**config.mk**
```make
export PLATFORM = sky130hd
export DESIGN_NAME = pipe_stage_reg
export DESIGN_NICKNAME = d
export VERILOG_FILES = /design/src/rtl/pipe_stage_reg.sv
export SDC_FILE = /design/constraint.sdc
export NUM_CORES = 1
export LEC_CHECK = 0
export ABC_AREA = 1
export BUFFER_PORTS_ARGS = -buffer_cell sky130_fd_sc_hd__buf_2
export CAP_MARGIN = 20
export CORE_AREA = 2 2 182 184
export DETAILED_ROUTE_END_ITERATION = 12
export DIE_AREA = 0 0 184 186
export GPL_ROUTABILITY_DRIVEN = 0
export SYNTH_ARGS = -nofsm -noshare
export SYNTH_HDL_FRONTEND = slang
export SYNTH_SLANG_ARGS = --single-unit
```
**constraint.sdc**
```tcl
create_clock -name clk -period 1.6 [get_ports clk]
set_clock_uncertainty 0.1 [all_clocks]
set_input_delay 0.24 -clock clk [delete_from_list [all_inputs] [get_ports clk]]
set_output_delay 0.24 -clock clk [all_outputs]
set_load 0.01 [all_outputs]
```
**src/rtl/pipe_stage_reg.sv**
```systemverilog
// pipe_stage_reg
// Elastic pipeline stage register placed between two pipeline stages
// (D->E, E->M, M->W). It carries one packed payload word with a valid/ready
// handshake. Flush inserts a bubble whose payload is RST_VAL. When the
// downstream stage stalls, the held entry is kept rather than dropped.
//
// Optional feature macro: PIPE_STAGE_SKID_EN
//   Defined   : adds a one-entry skid slot, and in_ready comes straight from a flop.
//   Undefined : single slot, and in_ready is combinational.
//
// Parameters
//   DATA_W  payload width (default: instr, pc, rfwa, rd1, rd2, imm; MSB first)
//   RST_VAL payload of a bubble (NOP instr, PC 0x3000, all else zero)
//   CNT_W   bubble counter width
//
// Ports
//   clk        in   clock, rising edge
//   reset      in   synchronous, active-high
//   flush      in   drops all held entries and this cycle's input
//   in_valid   in   upstream has a payload
//   in_ready   out  stage can accept this cycle
//   in_data    in   upstream payload
//   out_valid  out  out_data is a real instruction
//   out_ready  in   downstream consumes this cycle (low = stall)
//   out_data   out  registered payload
//   occupancy  out  number of entries held
//   bubble_cnt out  saturating count of cycles with out_valid low

module pipe_stage_reg #(
  parameter int                DATA_W  = 165,
  parameter logic [DATA_W-1:0] RST_VAL = {32'h0, 32'h0000_3000, 101'h0},
  parameter int                CNT_W   = 16
) (
  input  logic              clk,
  input  logic              reset,
  input  logic              flush,
  input  logic              in_valid,
  output logic              in_ready,
  input  logic [DATA_W-1:0] in_data,
  output logic              out_valid,
  input  logic              out_ready,
  output logic [DATA_W-1:0] out_data,
  output logic [1:0]        occupancy,
  output logic [CNT_W-1:0]  bubble_cnt
);

  localparam logic [CNT_W-1:0] CNT_MAX = '1;
  localparam logic [CNT_W-1:0] CNT_ONE = {{(CNT_W-1){1'b0}}, 1'b1};

  logic              main_v;
  logic [DATA_W-1:0] main_d;
  logic              accept;
  logic              consume;

  assign out_valid = main_v;
  assign out_data  = main_d;

  // A flush also kills the input offered in the same cycle.
  assign accept  = in_valid && in_ready && !flush;
  assign consume = main_v && out_ready;

`ifdef PIPE_STAGE_SKID_EN
  logic              skid_v;
  logic [DATA_W-1:0] skid_d;

  // Ready depends only on the skid flop, so it does not form a combinational
  // path from out_ready back to the upstream stage.
  assign in_ready  = !skid_v;
  assign occupancy = {1'b0, main_v} + {1'b0, skid_v};

  // Two-entry FIFO. Skid holds the younger entry and only fills while main
  // is full and stalled. On a consume, skid moves forward into main.
  always_ff @(posedge clk) begin
    if (reset || flush) begin
      main_v <= 1'b0;
      main_d <= RST_VAL;
      skid_v <= 1'b0;
      skid_d <= RST_VAL;
    end else if (consume) begin
      if (skid_v) begin
        main_v <= 1'b1;
        main_d <= skid_d;
        if (accept) begin
          skid_v <= 1'b1;
          skid_d <= in_data;
        end else begin
          skid_v <= 1'b0;
          skid_d <= RST_VAL;
        end
      end else if (accept) begin
        main_v <= 1'b1;
        main_d <= in_data;
      end else begin
        main_v <= 1'b0;
        main_d <= RST_VAL;
      end
    end else if (accept) begin
      if (main_v) begin
        skid_v <= 1'b1;
        skid_d <= in_data;
      end else begin
        main_v <= 1'b1;
        main_d <= in_data;
      end
    end
  end
`else
  assign in_ready  = !main_v || out_ready;
  assign occupancy = {1'b0, main_v};

  // Single slot. When the entry leaves with nothing behind it, the payload
  // returns to RST_VAL, so an invalid slot always reads as a NOP bubble.
  always_ff @(posedge clk) begin
    if (reset || flush) begin
      main_v <= 1'b0;
      main_d <= RST_VAL;
    end else if (accept) begin
      main_v <= 1'b1;
      main_d <= in_data;
    end else if (consume) begin
      main_v <= 1'b0;
      main_d <= RST_VAL;
    end
  end
`endif

  // Performance-debug counter. It saturates instead of wrapping and is
  // deliberately untouched by flush.
  always_ff @(posedge clk) begin
    if (reset) begin
      bubble_cnt <= '0;
    end else if (!main_v && bubble_cnt != CNT_MAX) begin
      bubble_cnt <= bubble_cnt + CNT_ONE;
    end
  end

endmodule

```
==> summary.txt, run 1 <==
IO buf count - 353
Dpl ws - -19.0 ps
Top Ports - 355
FP Rows - 66
Slew Viols, Final - 0
Die extent in x - 184 µm
CP required - 1870 ps
Max clock buf depth - 2
Setup CP Type - reg2reg
Wire length per cell - 16.5 µm
Die Footprint - 34200 µm²
Commonest cells after routing, fill and taps aside - buf_2, nand3_1, dfxtp_1, dlygate4sd3_1, a21oi_1
Remaining antenna violation count - 0
Worst Hold End - out_data[3]$_SDFFE_PP0P_
Startpoint types - flip-flop
Fraction of layout cells with a size suffix above 1 - 42.6%
Cells after Synth - 917
Mapped Avg Cell Area - 8.34 µm²
# placed instances - 1646
Vias in the first global route - 8471
Final Setup Violations - 9
CTS Root Cell - clkbuf_16
Skew-Pair Late Insertion Delay - 440 ps
Unrepaired setup endpoints after global routing - yes
Async SR Flop Fraction - 0%
CTS sink count - 182
Part of the cycle the worst path needs - 107%
CP max FO - 22
Die Ht - 186 µm
Cell area after synthesis - 7650 µm²
Reg2reg start - out_valid$_SDFFE_PP0P_
Number of H-tree levels - 4
Least-Margin Pin Slew - 637 ps
Sequential area share after synthesis - 47.7%
Antenna violations before repair - 0
CTS buffer count - 17
Total Power - 0.0108 W
PnR worst setup slack - -105 ps
Top post-synthesis cells by area - dfxtp_1, nand3_1, a21oi_1
Critical path endpoint category - flip-flop
Pwr Density - 815 nW/µm²
Slew HR - 57.5%
Status - finished with violations
Failing checks - negative setup slack
Clock transition at the registers of the reported paths - 70 ps
Number of flops mapped to enable cells by yosys - 0
Synth area leader - dfxtp_1
Synthesis-to-layout area growth - 72.7%
CTS tree - yes
Top cell type's share of synthesized area - 47.7%
Core Area - 32200 µm²
Syn_nets - 1088
Yosys Warn Count - 0
Final min period - 1710 ps
LEAKAGE - 5.53 nW
Worst Hold Launch - in_data[3]
Remaining DRCs - 0
Grt total ovfl - 0
Commonest non-fill, non-tap cell in the layout - buf_2
Total GRT Usage - 15.9%
R2R depth - 6
Final net count - 1617
Utilization after layout - 41.0%
1st-iter DRT viols - 368
Peak supply drop - 0.000667 V
Vias - 8976
Hold_ws - 39.5 ps
Largest net degree at the start of global routing - 128
Hpwl dp - 18.0 mm
Synthesized flop and latch total - 182
Dominant synthesized flop cell - dfxtp_1
Worst min path class - in2reg
Critical R2R Capture - out_data[144]$_SDFFE_PP0P_
Max-Cap Viols - 0
Worst hold stages - 3
Arr. time, crit path - 1970 ps
First drt pass iteration count - 5
Fin. Hold Viols - 0
Yosys cell types - 23
Routed WL - 30.8 mm
Antenna diode count - 0
R2R Setup Slk - -110 ps
Layout Cells excl Fill - 1866
Starting Density - 23.7%
Fmax - 586 MHz
First-pass GRT wire length - 43.2 mm
DR vias/cell - 4.81
-- logic make-up (layout without fill, tap and decap cells) --
kind of cell,count (synthesis),in the layout,synth area share [%]
compound gates,175,175,11.5
fa+ha+maj,1,1,0.164
buf+inv,112,653,7.63
flops,182,182,47.7
other cells,1,1,0.0490
simple gates,446,446,33.0
-- critical path: stages (launching register included) --
cell and delay [ps]:
dfxtp_2 330, buf_4 170, nand2_4 90, buf_12 190
buf_4 350, nand3_1 180, a21oi_1 190
-- worst max path at each step --
stage | startpoint | to | slack (ps) | cells past startpoint
floorplan | out_valid$_SDFFE_PP0P_ | out_data[94]$_SDFFE_PP0P_ | 30 | 7
global placement | out_ready | out_data[52]$_SDFFE_PP0P_ | 20 | 6
detailed placement | out_ready | out_data[54]$_SDFFE_PP0P_ | -20 | 6
CTS | out_valid$_SDFFE_PP0P_ | in_ready | -100 | 4
global route | out_valid$_SDFFE_PP0P_ | out_data[106]$_SDFFE_PP0P_ | -130 | 8
finish | out_valid$_SDFFE_PP0P_ | out_data[144]$_SDFFE_PP0P_ | -110 | 6
-- state kept, by name, summed over array words and instances (netlist names) --
register / cells
out_data: 165
out_valid: 1
bubble_cnt: 16
-- where the power goes --
group          switching, W  leakage, nW  internal, W  total (W)
Combinational      0.000783         3.76     0.000831    0.00161
Clock               0.00192        0.292      0.00254    0.00446
Sequential        0.0000632         1.48      0.00463    0.00469
-- metal layers --
metal | global-route usage [%] | wire length [µm] | part of all wire, % | vias to the layer above
li1 | - | - | - | 4260
met1 | 18.1 | 12500 | 41 | 4233
met2 | 27.7 | 15100 | 49 | 430
met3 | 4.72 | 2340 | 7.6 | 53
met4 | 6.78 | 847 | 2.8 | 0
met5 | 0 | 0 | 0 | -
-- repair_timing --
action,CTS,global route
setup buffers,9,4
endpoints found under the setup margin,1,156
gates cloned,3,10
hold endpoints to repair,163,0
hold buffers,165,0
pin swaps,1,23
gates resized for setup,10,84
-- per-stage QoR --
step,area [µm²],TNS (ps)
floorplan,7650,0
global placement,10100,0
detailed placement,10100,-57.7
CTS,12600,-4370
global route,13200,-3490
finish,13200,-400
-- synth_stat cells, types with 7 or more instances --
cell type and number:
buf_6 10, dfxtp_1 182, nand3_1 259, nand2_1 52, clkbuf_1 46, buf_1 11, inv_1 17, nand3_2 80
buf_4 7, nor2_1 48, a21oi_1 173, buf_2 18
-- layout make-up --
cell class	count	area (µm²)
fill	3062	19000
timing repair buffer	605	4580
multi-input combinational	623	3790
sequential	182	3650
tap	408	510
clock buffer	20	457
clock inverter	11	150
inverter	17	66.3
(Power assumes the default switching activity.)
==> run 2, diff against run 1 <==
--- a/config.mk
+++ b/config.mk
@@ -5,12 +5,10 @@
 export SDC_FILE = /design/constraint.sdc
 export NUM_CORES = 1
 export LEC_CHECK = 0
-export ABC_AREA = 1
 export BUFFER_PORTS_ARGS = -buffer_cell sky130_fd_sc_hd__buf_2
-export CAP_MARGIN = 20
-export CORE_AREA = 2 2 182 184
+export CORE_AREA = 2 2 166 168
 export DETAILED_ROUTE_END_ITERATION = 12
-export DIE_AREA = 0 0 184 186
+export DIE_AREA = 0 0 168 170
 export GPL_ROUTABILITY_DRIVEN = 0
 export SYNTH_ARGS = -nofsm -noshare
 export SYNTH_HDL_FRONTEND = slang
==> summary.txt, run 2 <==
CP required - 1840 ps
R2R Setup Slk - -30 ps
Top cell type's share of synthesized area - 57.5%
Yosys cell types - 49
Peak supply drop - 0.000566 V
Cell area after synthesis - 6330 µm²
Dpl ws - -49.8 ps
Largest net degree at the start of global routing - 77
Die Footprint - 28600 µm²
Routed WL - 22.2 mm
Max reg flops - 165
Wire length per cell - 14.3 µm
Synth area leader - dfxtp_1
Number of flops mapped to enable cells by yosys - 0
Max clock buf depth - 2
Part of the cycle the worst path needs - 102%
R2R depth - 6
Die Ht - 170 µm
Arr. time, crit path - 1870 ps
Number of fill cells - 2526
Commonest non-fill, non-tap cell in the layout - buf_2
Hpwl dp - 14.1 mm
Final Setup Violations - 3
DR WL met3 - 1.39 mm
Final net count - 1372
Remaining antenna violation count - 0
Mapped Avg Cell Area - 9.55 µm²
FP Rows - 60
Vias in the first global route - 6990
# placed instances - 1353
Layout Cells excl Fill - 1556
Metal1 wirelength - 9.20 mm
Critical path endpoint category - flip-flop
Number of H-tree levels - 4
CTS tree - yes
Top cells by count, synth - dfxtp_1, nor2_1, a22oi_1
Critical R2R Capture - bubble_cnt[9]$_SDFFE_PP0P_
DR vias/cell - 4.53
Setup CP Type - reg2reg
PnR worst setup slack - -31.8 ps
Total GRT Usage - 15.0%
Fin. Hold Viols - 0
Failing checks - negative setup slack
Syn_nets - 834
Synthesized flop and latch total - 182
Die extent in x - 168 µm
Startpoint types - flip-flop
Met2 routed WL - 11.2 mm
CP endpoint - bubble_cnt[9]$_SDFFE_PP0P_
CTS sink count - 182
LEAKAGE - 5.15 nW
Slew Viols, Final - 0
Remaining DRCs - 0
Core Area - 26700 µm²
Cells after Synth - 663
Status - finished with violations
Skew-Pair Late Insertion Delay - 420 ps
Synthesis-to-layout area growth - 77.2%
Antenna violations before repair - 0
First-pass GRT wire length - 34.8 mm
Dominant synthesized flop cell - dfxtp_1
Max-Cap Viols - 0
Starting Density - 23.8%
Yosys Warn Count - 0
Grt total ovfl - 0
1st-iter DRT viols - 347
Worst min path class - in2reg
Fraction of layout cells with a size suffix above 1 - 39.3%
Async SR Flop Fraction - 0%
IO buf count - 353
Top-count cell post-synth - dfxtp_1
Top post-synthesis cells by area - dfxtp_1, a22oi_1, nor2_1
Top Ports - 355
CP max FO - 5
Commonest cells after routing, fill and taps aside - buf_2, nor2_1, dfxtp_1, dlygate4sd3_1, a22oi_1
Vias - 7054
Fmax - 613 MHz
Pwr Density - 904 nW/µm²
Clock transition at the registers of the reported paths - 70 ps
Final min period - 1630 ps
Top sig layer - met4
Reg2reg start - bubble_cnt[1]$_SDFFE_PP0P_
Sequential area share after synthesis - 57.5%
CTS Root Cell - clkbuf_16
Critical Path Source - bubble_cnt[1]$_SDFFE_PP0P_
Unrepaired setup endpoints after global routing - yes
Worst hold stages - 4
First drt pass iteration count - 5
CTS buffer count - 17
## run 2: cell count changes after synthesis, moves of 9 or more
cell and change:
nand3_2 -80, clkbuf_1 -9, inv_1 -13, buf_6 -9
a21oi_1 -167, nand3_1 -256, buf_1 -10, a22oi_1 +163
nor2_1 +129, nand2_1 -42
## run 2: worst min path at each step
stage / slack (ps) / start / end
6_report: 90 / out_ready / out_valid$_SDFFE_PP0P_
5_1_grt: 70 / out_ready / out_valid$_SDFFE_PP0P_
4_1_cts: 110 / reset / bubble_cnt[13]$_SDFFE_PP0P_
3_5_place_dp: 370 / in_data[114] / out_data[114]$_SDFFE_PP1P_
3_3_place_gp: 360 / in_data[113] / out_data[113]$_SDFFE_PP1P_
2_1_floorplan: 240 / flush / out_data[113]$_SDFFE_PP1P_
## run 2: kinds of logic after synthesis
family                   after synthesis  synth area share (%)
AO/OA/AOI/OAI                        189                  22.2
flip-flops                           182                  57.5
adder cells (fa/ha/maj)                1                 0.198
multiplexers                           2                 0.336
XOR/XNOR                               1                 0.138
other                                  1                0.0592
AND/OR/NAND/NOR                      224                  15.2
buffers and inverters                 63                  4.42
## run 2: cell type report
type | instances | area (µm²) | area share [%]
repair buffers | 578 | 4020 | 35.8
flip-flops and latches | 182 | 3670 | 32.7
multi-input cells | 418 | 2510 | 22.3
well taps | 341 | 427 | 3.80
clock buffers | 17 | 425 | 3.79
clock inverters | 15 | 164 | 1.46
inverters | 4 | 15.0 | 0.134
diodes | 1 | 2.50 | 0.0223
## run 2: worst max-delay path, cell delays in order, from the launching register on
cell and delay [ps]:
dfxtp_4 360, ha_4 150, nand4_1 130, buf_4 150, nor3_4 40, or4_4 470
a21oi_2 140
## run 2: repair_timing
item	CTS	global route
resized for setup	10	12
hold endpoints to repair	166	0
hold buffers	167	0
pin swaps	3	7
setup buffers	3	3
setup endpoints to repair	8	55
## run 2: report_power, final
group	switching, W	internal [W]
clock	0.00205	0.00209
combinational	0.000591	0.000719
sequential	0.0000560	0.00463
total	0.00270	0.00744
## run 2: through the flow
| step | hold WS (ps) | total power [W] | TNS (ps) | cell area [µm²] | util [%] |
|---|---|---|---|---|---|
| 2_1_floorplan | 243 | 0.00525 | -257 | 6380 | - |
| 3_3_place_gp | 357 | 0.00575 | -30.1 | 8860 | 33.2 |
| 3_5_place_dp | 366 | 0.00576 | -140 | 8860 | 33.2 |
| 4_1_cts | 114 | 0.0103 | -137 | 11200 | 41.9 |
| 5_1_grt | 74.0 | 0.0106 | -605 | 11200 | 42.1 |
| 6_report | 86.3 | 0.0101 | -84.7 | 11200 | 42.1 |
## run 2: metal layers
metal  global-route usage (%)  vias up
met2                     26.5      284
met5                        0        -
met3                     4.00       30
met4                     5.52        0
met1                     17.4     3286
li1                         -     3454
